--- src/rtl/uart_rx_fifo_if.sv ---
// uart_rx_fifo_if: UART RX byte hand-off plus FWFT valid/ready consumer port for uart_rx_fifo
//   rx_data/rx_rc/rx_read_complete : byte, ready flag and same-cycle ack toward the UART RX controller
//   out_data/out_valid/out_ready   : head-of-FIFO byte, not-empty flag, consumer accept
//   master = UART RX + consumer side, slave = the FIFO
interface uart_rx_fifo_if;
  logic [7:0] rx_data;
  logic       rx_rc;
  logic       rx_read_complete;
  logic [7:0] out_data;
  logic       out_valid;
  logic       out_ready;
  modport master(output rx_data, rx_rc, out_ready, input rx_read_complete, out_data, out_valid);
  modport slave(input rx_data, rx_rc, out_ready, output rx_read_complete, out_data, out_valid);
endinterface

--- src/rtl/uart_rx_fifo.sv ---
// uart_rx_fifo: DEPTH-entry first-word-fall-through byte buffer behind a UART RX controller
//   clk, reset_n (async, active-low)   : clock and reset
//   bus (uart_rx_fifo_if.slave)        : UART RX hand-off and consumer valid/ready port
//   level, full                        : stored byte count (0..DEPTH) and level == DEPTH
//   overflow, clear_overflow           : sticky drop flag and its synchronous clear
//   `define UART_RX_FIFO_DROP_EN       : ack and discard bytes while full instead of stalling the UART
module uart_rx_fifo #(
  parameter int DEPTH  = 16,
  parameter int ADDR_W = 4
) (
  input  logic              clk,
  input  logic              reset_n,
  uart_rx_fifo_if.slave     bus,
  output logic [ADDR_W:0]   level,
  output logic              full,
  output logic              overflow,
  input  logic              clear_overflow
);
  logic [7:0]      mem [DEPTH];
  logic [ADDR_W:0] wr_ptr, rd_ptr;
  logic            pop, push, drop;
  assign full          = wr_ptr == {~rd_ptr[ADDR_W], rd_ptr[ADDR_W-1:0]};
  assign level         = wr_ptr - rd_ptr;
  assign bus.out_valid = wr_ptr != rd_ptr;
  assign bus.out_data  = mem[rd_ptr[ADDR_W-1:0]];
  assign pop           = bus.out_valid & bus.out_ready;
  // reset_n gates the ack so a byte offered during reset is never acknowledged
  assign push          = reset_n & bus.rx_rc & (~full | pop);
`ifdef UART_RX_FIFO_DROP_EN
  assign drop = reset_n & bus.rx_rc & full & ~pop;
  always_ff @(posedge clk or negedge reset_n)
    if (!reset_n) overflow <= 1'b0;
    else overflow <= clear_overflow ? 1'b0 : (drop ? 1'b1 : overflow);
`else
  logic unused_clear;
  assign drop         = 1'b0;
  assign overflow     = 1'b0;
  assign unused_clear = clear_overflow;
`endif
  assign bus.rx_read_complete = push | drop;
  always_ff @(posedge clk or negedge reset_n)
    if (!reset_n) begin
      wr_ptr <= '0;
      rd_ptr <= '0;
    end else begin
      if (push) wr_ptr <= wr_ptr + (ADDR_W+1)'(1);
      if (pop)  rd_ptr <= rd_ptr + (ADDR_W+1)'(1);
    end
  always_ff @(posedge clk)
    if (push) mem[wr_ptr[ADDR_W-1:0]] <= bus.rx_data;
endmodule

--- src/flat_wrapper.sv ---
// flat-port wrapper written by rule: the top's interface ports become plain ports
module uart_rx_fifo_flat 
#(
  parameter int DEPTH  = 16,
  parameter int ADDR_W = 4
)
  (clk, reset_n, level, full, overflow, clear_overflow, bus_rx_data, bus_rx_rc, bus_out_ready, bus_rx_read_complete, bus_out_data, bus_out_valid);
  uart_rx_fifo_if bus_i ();
  input  logic clk;
  input  logic reset_n;
  output logic [ADDR_W:0] level;
  output logic full;
  output logic overflow;
  input  logic clear_overflow;
  input wire logic [$bits(bus_i.rx_data)-1:0] bus_rx_data;
  input wire logic [$bits(bus_i.rx_rc)-1:0] bus_rx_rc;
  input wire logic [$bits(bus_i.out_ready)-1:0] bus_out_ready;
  output wire logic [$bits(bus_i.rx_read_complete)-1:0] bus_rx_read_complete;
  output wire logic [$bits(bus_i.out_data)-1:0] bus_out_data;
  output wire logic [$bits(bus_i.out_valid)-1:0] bus_out_valid;
  assign bus_i.rx_data = bus_rx_data;
  assign bus_i.rx_rc = bus_rx_rc;
  assign bus_i.out_ready = bus_out_ready;
  assign bus_rx_read_complete = bus_i.rx_read_complete;
  assign bus_out_data = bus_i.out_data;
  assign bus_out_valid = bus_i.out_valid;
  uart_rx_fifo #(.DEPTH(DEPTH), .ADDR_W(ADDR_W)) u_core (.clk(clk), .reset_n(reset_n), .bus(bus_i), .level(level), .full(full), .overflow(overflow), .clear_overflow(clear_overflow));
endmodule
--- config.mk ---
export PLATFORM = sky130hd
export DESIGN_NAME = uart_rx_fifo_flat
export DESIGN_NICKNAME = d
export VERILOG_FILES = /design/src/rtl/uart_rx_fifo_if.sv /design/src/rtl/uart_rx_fifo.sv /design/src/flat_wrapper.sv
export SDC_FILE = /design/constraint.sdc
export NUM_CORES = 1
export LEC_CHECK = 0
export CORE_ASPECT_RATIO = 1.4
export CORE_MARGIN = 3
export CORE_UTILIZATION = 55
export CTS_CLUSTER_SIZE = 12
export DETAILED_ROUTE_END_ITERATION = 10
export PLACE_DENSITY_LB_ADDON = 0.08
export SETUP_SLACK_MARGIN = 0.02
export SLEW_MARGIN = 25
export SYNTH_ARGS = -nofsm -noshare
export SYNTH_HDL_FRONTEND = slang
export SYNTH_SLANG_ARGS = --single-unit
--- constraint.sdc ---
create_clock -name clk -period 7.15 [get_ports clk]
set_input_delay 2.145 -clock clk [delete_from_list [all_inputs] [get_ports clk]]
set_output_delay 2.145 -clock clk [all_outputs]
set_load 0.02 [all_outputs]
==> summary.txt <==
Power and ir drop
  • Clk pwr share: a little under a third
  • Max IR drop VDD: 0.0004593 V
  • PwrDens: between 400 and 500 nW/um^2
  • Cell Int Power: approximately 2.0 mW
  • Flop pwr share: 36.1%
  • Leak pwr: ~2.3 nW
  • Comb power frac: about a third
  • Switching power share of the total: around 32%
  • Psw: 957.8 uW

CTS
  • Post-CTS setup buffers: 0
  • TritonCTS Buffers: 17
  • Max Root-Sink Buffers: 2
  • Post-CTS sizing: 0
  • Worst-skew pair later-pin latency: about 0.41 ns
  • CTS Hold Buffers Added: 0
  • Clock slew at reported path FFs: about 0.060 ns
  • H-tree levels: 4
  • CTS Sinks: between 100 and 150
  • Root Driver: clkbuf_16
  • CTS tree: done

Yosys
  • Synth Register Bits: about 140
  • Mean Syn Cell Area: approximately 19 um^2
  • Cell Area, Synth: 5684 um^2
  • Count leader, synth: edfxtp_1
  • Synth top area share: approximately two thirds
  • Seq/Total Area, Yosys: roughly 72%
  • Post-Syn Instances: roughly 300
  • Synth Area in Simple Gates: around 3.6%
  • Synthesis Warnings: 0
  • Post-synthesis mux area share: between 10 and 15%
  • Synth Area in Compound Gates: between 4 and 5%
  • Top post-synthesis cells by area: edfxtp_1 (68%), mux4_2 (9.5%), dfrtp_1 (4.4%)
  • Count of cell types in the netlist: 35
  • Post-Synth XOR/XNOR Area: about 2.0%
  • Dominant cell type by area after synthesis: edfxtp_1
  • Synth top cells by count: edfxtp_1 (128), mux2i_1 (24), mux4_2 (24)
  • Largest family of logic cells by synthesized area: multiplexers
  • Post-synth EDFFs: about 130
  • Mapped Nets: around 320
  • Adder-Cell Fraction of Synth Area: 2.333%
  • Top FF cell, synth: edfxtp_1
  • Async S/R FF share, synth: approximately 7.2%

Detailed routing
  • Pre-antenna DRT Iters: 4
  • DRC Markers: 0
  • Via count: around 2800
  • Initial drt markers: approximately 200
  • Post-DRT Antenna Nets: 0
  • Drt total wl: ~11 mm
  • Wire per inst: between 20 and 25 um
  • Drt via density: between 5 and 6

Floorplan
  • Die Y: between 100 and 150 um
  • IO Count: 30
  • Starting density of the core: about 57%
  • Rows: 43
  • DIE AREA: around 12000 um^2
  • Die outline width: between 90 and 100 um
  • Core ar.: approximately 10000 um^2

Finish
  • Nets: approximately 360
  • Area growth syn-to-layout: 18.34%
  • Post-Layout Cell Count: 484
  • Final Util: 67.22%
  • Diode count: 0
  • Share of cells above drive strength 1: between 10% and 20%

Worst setup path
  • Crit. End Element: primary output
  • Worst r2r src: u_core.rd_ptr[0]$_DFFE_PN0P_
  • Worst endpoint required time: between 5 and 6 ns
  • Worst setup path start: reset_n
  • Register-to-register setup slack: roughly 4.1 ns
  • Crit Path Class: primary input to primary output
  • WP data arrival: approximately 3.7 ns
  • Maximum fanout along the worst path: 11
  • Crit start category: primary input

Placement
  • Post-DP HPWL: about 7.5 mm
  • Post-Place Cells: 452
  • I/O Buffers: 27
  • RePlAce Congestion: 0.7750

Global route
  • Total track usage: between 20% and 30%
  • Pin count of the biggest net entering global routing: 30
  • Total grt overflow: 0
  • Vias in the first global route: just over 3000
  • Initial antenna violation count: 0
  • Global-route wire length before repair: 17.54 mm

Timing
  • Final Setup Violations: 0
  • Period minus WS final: 5.868 ns
  • Final TNS setup: 0 ns
  • Rel. slew slack: 36.79%
  • Clk_skew: 0.007712 ns
  • Fin. max-slew vios: 0
  • Actual slew at the worst max-slew pin: between 0.9 and 1 ns
  • RSZ-0062 raised after global routing: no
  • Max Clock Freq: 0.1704 GHz
  • Fin crit share: 82.06%
  • Final hold viol count: 0

Hold path
  • Hold Startpoint: u_core.wr_ptr[4]$_DFFE_PN0P_
  • HP Class: flip-flop to flip-flop

Job
  • Max-cap violations: 0

Status
  • Outcome: finished clean
-- cells in the final DEF, fill, tap and decap left out, types with 2 or more instances in the layout --
cell,n
clkinv_4,6
bufinv_16,4
nand2_1,6
xnor2_1,9
nand4_1,4
o21ai_0,2
dfrtp_2,2
clkinvlp_4,2
a21oi_1,2
buf_4,6
clkdlybuf4s50_1,27
xor2_1,2
a21o_1,2
nor3b_1,5
clkinv_2,2
inv_1,7
nor2_1,2
mux4_2,24
edfxtp_1,128
and2_1,12
dfrtp_1,8
ha_1,9
a32oi_1,8
o21ai_1,8
a22oi_1,8
mux2i_1,24
clkbuf_16,17
-- power groups by stage --
stage / clock, mW / sequential (mW) / combinational, mW
final: 0.912 / 1.08 / 0.993
after global routing: 0.967 / 1.09 / 1.07
after CTS: 0.923 / 1.08 / 1.01
after detailed placement: 0 / 1.10 / 1.00
after global placement: 0 / 1.09 / 0.994
after floorplan: 0 / 0.992 / 0.732
-- layer usage --
layer	part of all wire [%]	track usage, %	up-vias	wire, um
met1	40	27.68	1436	4482
met4	2.5	7.787	0	282
li1	-	-	1277	-
met2	52	35.37	103	5855
met5	0	0	-	0
met3	5.5	5.496	20	621
-- layout make-up --
type                    count  area, um^2
clock buffers              18       439.2
clock inverters            14       197.7
fillers                   708        3281
inverters                   9       36.28
multi-input cells         137        1473
flip-flops and latches    138        4096
well taps                 135       168.9
repair buffers             33       315.3
-- registers in the layout, indices dropped and copies added (netlist names) --
signal         cells
u_core.wr_ptr      5
u_core.mem       128
u_core.rd_ptr      5
-- metrics by stage --
stage / total power [mW] / setup WS [ns] / hold WS, ns / area (um^2)
2_1_floorplan: 1.724 / 2.423 / 0.4968 / 5684
3_3_place_gp: 2.088 / 1.282 / 0.5200 / 6090
3_5_place_dp: 2.097 / 1.266 / 0.5178 / 6090
4_1_cts: 3.009 / 1.261 / 0.5332 / 6726
5_1_grt: 3.125 / 1.225 / 0.5691 / 6726
6_report: 2.982 / 1.282 / 0.5277 / 6726
-- path summary, 6_finish.rpt --
check / to / cells past startpoint
worst max-delay path: bus_rx_read_complete / 5
worst min-delay path: u_core.wr_ptr[4]$_DFFE_PN0P_ / 1
worst max register to register: u_core.mem[11][7]$_DFFE_PP_ / 5
worst min register to register: u_core.wr_ptr[4]$_DFFE_PN0P_ / 1
max in group asynchronous: u_core.rd_ptr[1]$_DFFE_PN0P_ / 2
min in group asynchronous: u_core.wr_ptr[0]$_DFFE_PN0P_ / 2
-- worst max-delay path, stage by stage --
cell and delay, ns:
clkdlybuf4s50_1 0.45, buf_4 0.21, o311ai_4 0.17, inv_4 0.13
clkdlybuf4s50_1 0.61
-- kinds of logic (layout without fill, tap and decap cells) --
| group | Yosys count | count (layout) |
|---|---|---|
| DFF | 138 | 138 |
| muxes | 48 | 48 |
| and+or+nand+nor | 34 | 34 |
| AOI/OAI and AO/OA | 32 | 32 |
| buffers and inverters | 23 | 74 |
| xor gates and xnor gates | 12 | 12 |
| adders and majority gates | 10 | 10 |
| other | 1 | 1 |
No activity file was read; power rests on OpenSTA's default activity.
